$ cat config.mk
export PLATFORM = sky130hd
export DESIGN_NAME = lafpm_stream_mul
export DESIGN_NICKNAME = d
export VERILOG_FILES = /design/src/rtl/lafpm_pkg.sv /design/src/rtl/lafpm_core.sv /design/src/rtl/lafpm_stream_mul.sv
export SDC_FILE = /design/constraint.sdc
export NUM_CORES = 1
export LEC_CHECK = 0
export ABC_AREA = 1
export BUFFER_PORTS_ARGS = -buffer_cell sky130_fd_sc_hd__buf_4
export CAP_MARGIN = 30
export CORE_UTILIZATION = 45
export DETAILED_ROUTE_END_ITERATION = 16
export PLACE_DENSITY_LB_ADDON = 0.05
export SKIP_CTS_REPAIR_TIMING = 1
export SYNTH_ARGS = -nofsm -noshare
export SYNTH_HDL_FRONTEND = slang
export SYNTH_SLANG_ARGS = --single-unit
$ cat constraint.sdc
create_clock -name clk -period 2.2 [get_ports clk]
set_input_delay 0 -clock clk [delete_from_list [all_inputs] [get_ports clk]]
set_output_delay 0 -clock clk [all_outputs]
set_load 0.01 [all_outputs]
$ cat src/rtl/lafpm_pkg.sv
// Shared types and helpers for the logarithmic (Mitchell) FP stream multiplier.
package lafpm_pkg;

  // Controller states, one per datapath stage plus the two stream phases
  typedef enum logic [2:0] {
    ST_LOAD,
    ST_DECODE,
    ST_ADD,
    ST_NORM,
    ST_PACK,
    ST_SEND
  } state_t;

  // Operand classification; subnormals are folded into CLS_ZERO
  typedef enum logic [1:0] {
    CLS_ZERO,
    CLS_NORM,
    CLS_INF,
    CLS_NAN
  } cls_t;

  // Number of BUS_W beats needed to carry one {sign, exponent, mantissa} word
  function automatic int nbeats(int exp_w, int man_w, int bus_w);
    return (1 + exp_w + man_w + bus_w - 1) / bus_w;
  endfunction

  // Exponent bias for an exp_w-bit field
  function automatic int bias(int exp_w);
    return (1 << (exp_w - 1)) - 1;
  endfunction

  // Canonical quiet NaN: sign 0, exponent all ones, mantissa MSB only.
  // Returned zero-extended to 64 bits; callers keep the low 1+exp_w+man_w bits.
  function automatic logic [63:0] nan_enc(int exp_w, int man_w);
    logic [63:0] v;
    v = '0;
    for (int i = 0; i < exp_w; i++) v[man_w + i] = 1'b1;
    v[man_w - 1] = 1'b1;
    return v;
  endfunction

  // Signed infinity: exponent all ones, mantissa zero.
  function automatic logic [63:0] inf_enc(logic sign, int exp_w, int man_w);
    logic [63:0] v;
    v = '0;
    for (int i = 0; i < exp_w; i++) v[man_w + i] = 1'b1;
    v[exp_w + man_w] = sign;
    return v;
  endfunction

endpackage

$ cat src/rtl/lafpm_core.sv
// Decode / Mitchell-add / normalise / pack datapath of the log multiplier.
// Optional build macro: MITCHELL_CORR_EN adds mean-error compensation in the add stage.
module lafpm_core
  import lafpm_pkg::*;
#(
  parameter int EXP_W = 5,
  parameter int MAN_W = 10
) (
  input  logic                   clk,
  input  logic                   rst,
  input  logic                   decode_en,
  input  logic                   add_en,
  input  logic                   norm_en,
  input  logic                   pack_en,
  input  logic [EXP_W+MAN_W:0]   a,
  input  logic [EXP_W+MAN_W:0]   b,
  output logic [EXP_W+MAN_W:0]   result,
  output logic [2:0]             flags
);

  localparam int W = 1 + EXP_W + MAN_W;
  localparam logic signed [EXP_W+1:0] BIAS_S = (EXP_W+2)'(bias(EXP_W));
  localparam logic signed [EXP_W+1:0] EMAX_S = (EXP_W+2)'((1 << EXP_W) - 1);
  localparam logic signed [EXP_W+1:0] ONE_S  = (EXP_W+2)'(1);
  localparam logic signed [EXP_W+1:0] ZERO_S = (EXP_W+2)'(0);
  localparam logic [63:0] NAN_WIDE = nan_enc(EXP_W, MAN_W);
  localparam logic [63:0] INF_WIDE = inf_enc(1'b0, EXP_W, MAN_W);
  localparam logic [W-1:0] NAN_WORD = NAN_WIDE[W-1:0];
  localparam logic [W-1:0] INF_POS  = INF_WIDE[W-1:0];
`ifdef MITCHELL_CORR_EN
  localparam logic [MAN_W:0] CORR = (MAN_W+1)'(1) << (MAN_W - 4);
`endif

  // Decoded operand fields
  logic                    sa_reg, sb_reg;
  logic [EXP_W-1:0]        ea_reg, eb_reg;
  logic [MAN_W-1:0]        ma_reg, mb_reg;
  cls_t                    ca_reg, cb_reg;
  // Add / normalise stage registers
  logic                    sign_reg;
  logic [MAN_W:0]          sum_reg;
  logic signed [EXP_W+1:0] e_add_reg;
  logic signed [EXP_W+1:0] e_norm_reg;
  logic [MAN_W-1:0]        m_norm_reg;
  // Pack stage
  logic [W-1:0]            result_reg, result_next;
  logic [2:0]              flags_reg, flags_next;
  logic [MAN_W:0]          sum_next;
  logic signed [EXP_W+1:0] e_add_next;

  function automatic cls_t classify(logic [EXP_W-1:0] e, logic [MAN_W-1:0] m);
    if (e == '0)       return CLS_ZERO;
    else if (e == '1)  return (m == '0) ? CLS_INF : CLS_NAN;
    else               return CLS_NORM;
  endfunction

  // Split and classify both operands
  always_ff @(posedge clk) begin
    if (rst) begin
      sa_reg <= 1'b0;  sb_reg <= 1'b0;
      ea_reg <= '0;    eb_reg <= '0;
      ma_reg <= '0;    mb_reg <= '0;
      ca_reg <= CLS_ZERO;
      cb_reg <= CLS_ZERO;
    end else if (decode_en) begin
      sa_reg <= a[W-1];
      sb_reg <= b[W-1];
      ea_reg <= a[W-2:MAN_W];
      eb_reg <= b[W-2:MAN_W];
      ma_reg <= a[MAN_W-1:0];
      mb_reg <= b[MAN_W-1:0];
      ca_reg <= classify(a[W-2:MAN_W], a[MAN_W-1:0]);
      cb_reg <= classify(b[W-2:MAN_W], b[MAN_W-1:0]);
    end
  end

  // Mitchell log-domain sum of mantissas and biased exponent sum
  always_comb begin
    sum_next = {1'b0, ma_reg} + {1'b0, mb_reg};
`ifdef MITCHELL_CORR_EN
    if (ma_reg != '0 && mb_reg != '0) sum_next = sum_next + CORR;
`endif
    e_add_next = $signed({2'b00, ea_reg}) + $signed({2'b00, eb_reg}) - BIAS_S;
  end

  // Register the add stage
  always_ff @(posedge clk) begin
    if (rst) begin
      sign_reg  <= 1'b0;
      sum_reg   <= '0;
      e_add_reg <= '0;
    end else if (add_en) begin
      sign_reg  <= sa_reg ^ sb_reg;
      sum_reg   <= sum_next;
      e_add_reg <= e_add_next;
    end
  end

  // A carry out of the mantissa sum bumps the exponent; the fraction is the low bits either way
  always_ff @(posedge clk) begin
    if (rst) begin
      e_norm_reg <= '0;
      m_norm_reg <= '0;
    end else if (norm_en) begin
      e_norm_reg <= sum_reg[MAN_W] ? e_add_reg + ONE_S : e_add_reg;
      m_norm_reg <= sum_reg[MAN_W-1:0];
    end
  end

  // Special-case priority: invalid, infinity, zero, overflow, underflow, normal
  always_comb begin
    result_next = '0;
    flags_next  = 3'b000;
    if (ca_reg == CLS_NAN || cb_reg == CLS_NAN ||
        (ca_reg == CLS_INF && cb_reg == CLS_ZERO) ||
        (ca_reg == CLS_ZERO && cb_reg == CLS_INF)) begin
      result_next = NAN_WORD;
      flags_next  = 3'b100;
    end else if (ca_reg == CLS_INF || cb_reg == CLS_INF) begin
      result_next = INF_POS | {sign_reg, {(W-1){1'b0}}};
    end else if (ca_reg == CLS_ZERO || cb_reg == CLS_ZERO) begin
      result_next = {sign_reg, {(W-1){1'b0}}};
    end else if (e_norm_reg >= EMAX_S) begin
      result_next = INF_POS | {sign_reg, {(W-1){1'b0}}};
      flags_next  = 3'b010;
    end else if (e_norm_reg <= ZERO_S) begin
      result_next = {sign_reg, {(W-1){1'b0}}};
      flags_next  = 3'b001;
    end else begin
      result_next = {sign_reg, e_norm_reg[EXP_W-1:0], m_norm_reg};
    end
  end

  // Hold the packed result and flags for the whole send phase
  always_ff @(posedge clk) begin
    if (rst) begin
      result_reg <= '0;
      flags_reg  <= 3'b000;
    end else if (pack_en) begin
      result_reg <= result_next;
      flags_reg  <= flags_next;
    end
  end

  assign result = result_reg;
  assign flags  = flags_reg;

endmodule

$ cat src/rtl/lafpm_stream_mul.sv
// Byte-serial (BUS_W-beat) Mitchell log floating-point multiplier with valid/ready streams.
// Optional build macro: MITCHELL_CORR_EN (mean-error compensation, see lafpm_core).
module lafpm_stream_mul
  import lafpm_pkg::*;
#(
  parameter int EXP_W = 5,
  parameter int MAN_W = 10,
  parameter int BUS_W = 8
) (
  input  logic             clk,
  input  logic             rst,
  input  logic             in_valid,
  output logic             in_ready,
  input  logic [BUS_W-1:0] in_a,
  input  logic [BUS_W-1:0] in_b,
  output logic             out_valid,
  input  logic             out_ready,
  output logic [BUS_W-1:0] out_data,
  output logic             out_last,
  output logic [2:0]       flags,
  output logic             busy
);

  localparam int W      = 1 + EXP_W + MAN_W;
  localparam int NBEATS = nbeats(EXP_W, MAN_W, BUS_W);
  localparam int BEAT_W = (NBEATS > 1) ? $clog2(NBEATS) : 1;
  localparam logic [BEAT_W-1:0] LAST_BEAT = BEAT_W'(NBEATS - 1);

  state_t                  state_reg, state_next;
  logic [BEAT_W-1:0]       beat_reg, beat_next;
  logic [W-1:0]            a_reg, b_reg;
  logic [W-1:0]            result;
  logic [NBEATS*BUS_W-1:0] res_pad;
  logic [NBEATS-1:0]       beat_hit;
  logic                    load_fire;

  assign load_fire = (state_reg == ST_LOAD) && in_valid;

  // One-hot select of the operand slice written by the current input beat
  generate
    for (genvar gi = 0; gi < NBEATS; gi++) begin : g_beat_sel
      assign beat_hit[gi] = load_fire && (beat_reg == BEAT_W'(gi));
    end
  endgenerate

  // State and beat counter
  always_ff @(posedge clk) begin
    if (rst) begin
      state_reg <= ST_LOAD;
      beat_reg  <= '0;
    end else begin
      state_reg <= state_next;
      beat_reg  <= beat_next;
    end
  end

  // Capture operand beats; bits past the word width are simply never stored
  always_ff @(posedge clk) begin
    if (rst) begin
      a_reg <= '0;
      b_reg <= '0;
    end else begin
      for (int i = 0; i < W; i++) begin
        if (beat_hit[i / BUS_W]) begin
          a_reg[i] <= in_a[i % BUS_W];
          b_reg[i] <= in_b[i % BUS_W];
        end
      end
    end
  end

  // Next-state, beat sequencing and stream outputs
  always_comb begin
    state_next = state_reg;
    beat_next  = beat_reg;
    in_ready   = 1'b0;
    out_valid  = 1'b0;
    out_last   = 1'b0;
    out_data   = '0;
    res_pad    = '0;
    res_pad[W-1:0] = result;
    unique case (state_reg)
      ST_LOAD: begin
        in_ready = 1'b1;
        if (in_valid) begin
          if (beat_reg == LAST_BEAT) begin
            beat_next  = '0;
            state_next = ST_DECODE;
          end else begin
            beat_next = beat_reg + 1'b1;
          end
        end
      end
      ST_DECODE: state_next = ST_ADD;
      ST_ADD:    state_next = ST_NORM;
      ST_NORM:   state_next = ST_PACK;
      ST_PACK:   state_next = ST_SEND;
      ST_SEND: begin
        out_valid = 1'b1;
        out_last  = (beat_reg == LAST_BEAT);
        out_data  = res_pad[beat_reg*BUS_W +: BUS_W];
        if (out_ready) begin
          if (beat_reg == LAST_BEAT) begin
            beat_next  = '0;
            state_next = ST_LOAD;
          end else begin
            beat_next = beat_reg + 1'b1;
          end
        end
      end
      default: begin
        state_next = ST_LOAD;
        beat_next  = '0;
      end
    endcase
  end

  assign busy = (state_reg != ST_LOAD) || (beat_reg != '0);

  lafpm_core #(
    .EXP_W(EXP_W),
    .MAN_W(MAN_W)
  ) u_core (
    .clk      (clk),
    .rst      (rst),
    .decode_en(state_reg == ST_DECODE),
    .add_en   (state_reg == ST_ADD),
    .norm_en  (state_reg == ST_NORM),
    .pack_en  (state_reg == ST_PACK),
    .a        (a_reg),
    .b        (b_reg),
    .result   (result),
    .flags    (flags)
  );

endmodule

==> metrics.cfg <==
[synthesis]
synthAdderAreaFrac = 0.04377
synth_simple_gate_area_frac = 0.1781
synth_top_family_by_area = compound AO/OA/AOI/OAI gates
syn_area_per_cell_sq_um = 7.412
ys_warn_count = 0
synth_cells = 779
synth.ff_latch_count = 127
synth_ff_type = dfxtp_1
synthXorXnorAreaFrac = 0.009101
ys_types = 34
syn_nets = 818
seq_area_frac_synth = 0.4403
synth.mux.area_fraction = 0
synth_async_sr_flop_share = 0
synth_edf_count = 0
synth-compound-area-share = 0.2271
syn_area_sq_um = 5774

[worst_setup_path]
cp-end-kind = flip-flop
crit_fanout = 3
start_kind = flip-flop
rr_endpoint = u_core.e_add_reg[4]$_SDFFE_PP0P_
required_ns = 2.50
crit_type = reg -> reg
arrival_ns = 2.22
r2r_slack_ns = 0.28
rr_worst_depth = 12
worstReg2RegStart = u_core.eb_reg[0]$_SDFFE_PP0P_

[clock_tree]
htreeDepth = 4
insertion_delay_ns = 0.41
cts_made_buffers = 17
clk_pin_slew_worst_paths_ns = 0.06
ctsLongestPathBuffers = 2
cts_tree = built
numClockSinks = 127
cts_root_buffer = clkbuf_16

[sta]
hold_slack_ns = -0.01927
tightestPinTransition_ns = 0.6216
setup_viol = 0
rsz0062_at_grt = false
tns_ns = 0
finalHoldViolCount = 12
slew_headroom = 0.5851
min_period_ns = 1.920
drv_slew = 0
period_share = 0.8725
timing.fmax_mhz = 521.0
fin_skew_ns = 0.007218

[flow_run]
max_cap_violations = 0

[power]
p_sw_mw = 3.366
p_int_mw = 6.022
p_comb_frac = 0.332
power_frac_clock = 0.306
leakage_nw = 2.967
vdd_ir_drop_max_uv = 661.1
power.density_nw_per_um2 = 1350
switching_share = 0.3586
seqPwrFrac = 0.362

[die]
core_area_sq_um = 12570
start_util = 0.4594
ios = 35
rows = 41
die_height_um = 115.3
die_area_sq_um = 13290
chipWidth_um = 115.3

[cells_and_area]
nets = 860
multi_input_area_sq_um = 2645
nFillCells = 1236
syn2layout_area_growth_pct = 20.46
fin_util = 0.5534
final_cell_mix = 137 x a21oi_1, 127 x dfxtp_1, 108 x nand2_1
final_common_cell = a21oi_1
antenna-diode-count = 0
drive_gt1_frac = 0.1164
ff_latch_area_sq_um = 2542

[detailed_routing]
drc = 0
vias = 4993
wl_per_cell_um = 13.16
finalWirelength_mm = 13.23
drt-vias-per-instance = 4.968
drtIter0Drc = 245
antenna_left = 0
firstDrtPassIters = 5

[global_routing]
grt_pass1_vias = 4606
grt.total_usage = 0.2164
grt-ovfl-total = 0
grt_pass1_wl_mm = 22.02
grt_max_degree = 62
antenna_found_initial = 0

[hold_path]
hold_end = state_reg[1]$_SDFFE_PP0P_
hp-class = in -> reg
hp-start = rst
hold_path_depth = 2

[placed_design]
place.gp.congestion = 0.8081
dp_hpwl_mm = 9.710
portBuffers = 34

[run_status]
violations = negative hold slack
status = finished with violations

## worst max-delay path, cell delays in order, from the launching register on
cell and delay (ns):
dfxtp_1 0.31, ha_1 0.22, inv_1 0.09, fa_1 0.41, inv_1 0.08, ha_1 0.16
inv_1 0.04, nor2_1 0.13, nand3_1 0.12, nand2_1 0.07, nand2_1 0.04, nor2_1 0.10
nor2_1 0.04
## metal layers
layer | global-route usage | part of all wire
met5 | 0 | 0
met1 | 0.2724 | 0.48
met2 | 0.3614 | 0.47
met3 | 0.04481 | 0.040
met4 | 0.08831 | 0.0069
## final cells by class
| class | count | area share |
|---|---|---|
| multi-input combinational | 507 | 0.3803 |
| clock buffer | 22 | 0.06962 |
| timing repair buffer | 63 | 0.07735 |
| inverter | 105 | 0.05738 |
| tap | 172 | 0.03094 |
| clock inverter | 9 | 0.01889 |
| sequential | 127 | 0.3655 |
## how the worst max path moves through the flow
stage,from,slack (ns),to
4_1_cts,u_core.eb_reg[0]$_SDFFE_PP0P_,0.27,u_core.e_add_reg[4]$_SDFFE_PP0P_
3_5_place_dp,u_core.eb_reg[0]$_SDFFE_PP0P_,0.27,u_core.e_add_reg[4]$_SDFFE_PP0P_
2_1_floorplan,u_core.eb_reg[0]$_SDFFE_PP0P_,0.40,u_core.e_add_reg[4]$_SDFFE_PP0P_
5_1_grt,u_core.eb_reg[0]$_SDFFE_PP0P_,0.09,u_core.e_add_reg[4]$_SDFFE_PP0P_
6_report,u_core.eb_reg[0]$_SDFFE_PP0P_,0.28,u_core.e_add_reg[4]$_SDFFE_PP0P_
3_3_place_gp,u_core.eb_reg[0]$_SDFFE_PP0P_,0.30,u_core.e_add_reg[4]$_SDFFE_PP0P_
## cell usage after synthesis, types with 3 or more instances
cell | number | area share
a21oi_1 | 137 | 0.12
buf_2 | 18 | 0.016
clkbuf_1 | 19 | 0.012
dfxtp_1 | 127 | 0.44
ha_1 | 17 | 0.037
inv_1 | 100 | 0.065
inv_2 | 4 | 0.0026
nand2_1 | 108 | 0.070
nand3_1 | 34 | 0.029
nand3_2 | 4 | 0.0069
nand4_1 | 17 | 0.018
nor2_1 | 43 | 0.028
nor3_1 | 6 | 0.0052
nor4_1 | 4 | 0.0043
o211ai_1 | 5 | 0.0065
o21a_1 | 3 | 0.0039
o21ai_0 | 92 | 0.080
o21ai_1 | 11 | 0.0095
or2_2 | 4 | 0.0043
xor2_1 | 4 | 0.0061
## kinds of logic (layout without fill, tap and decap cells)
logic type,Yosys count,count (layout)
AOI/OAI and AO/OA,255,255
and+or+nand+nor,227,227
buffers and inverters,145,199
DFF,127,127
adders and majority gates,19,19
xor gates and xnor gates,6,6
## metrics by stage
stage                     worst slack (ns)  total power [mW]  area, sq um  std cells
final                               0.2805             9.388         6955       1005
after global routing               0.08617             10.08         6955       1005
after CTS                           0.2691             9.449         6795        989
after detailed placement            0.2701             6.545         6180        958
after global placement              0.2983             6.477         6180        958
after floorplan                     0.4003             5.677         5774        779
## power groups by stage
| stage | clock network [mW] | registers [mW] | logic (mW) |
|---|---|---|---|
| after global placement | 0 | 3.43 | 3.05 |
| after floorplan | 0 | 3.33 | 2.35 |
| after global routing | 3.04 | 3.48 | 3.56 |
| after detailed placement | 0 | 3.45 | 3.10 |
| final | 2.87 | 3.40 | 3.11 |
| after CTS | 2.92 | 3.40 | 3.12 |
Power figures use the tool's default switching activity.
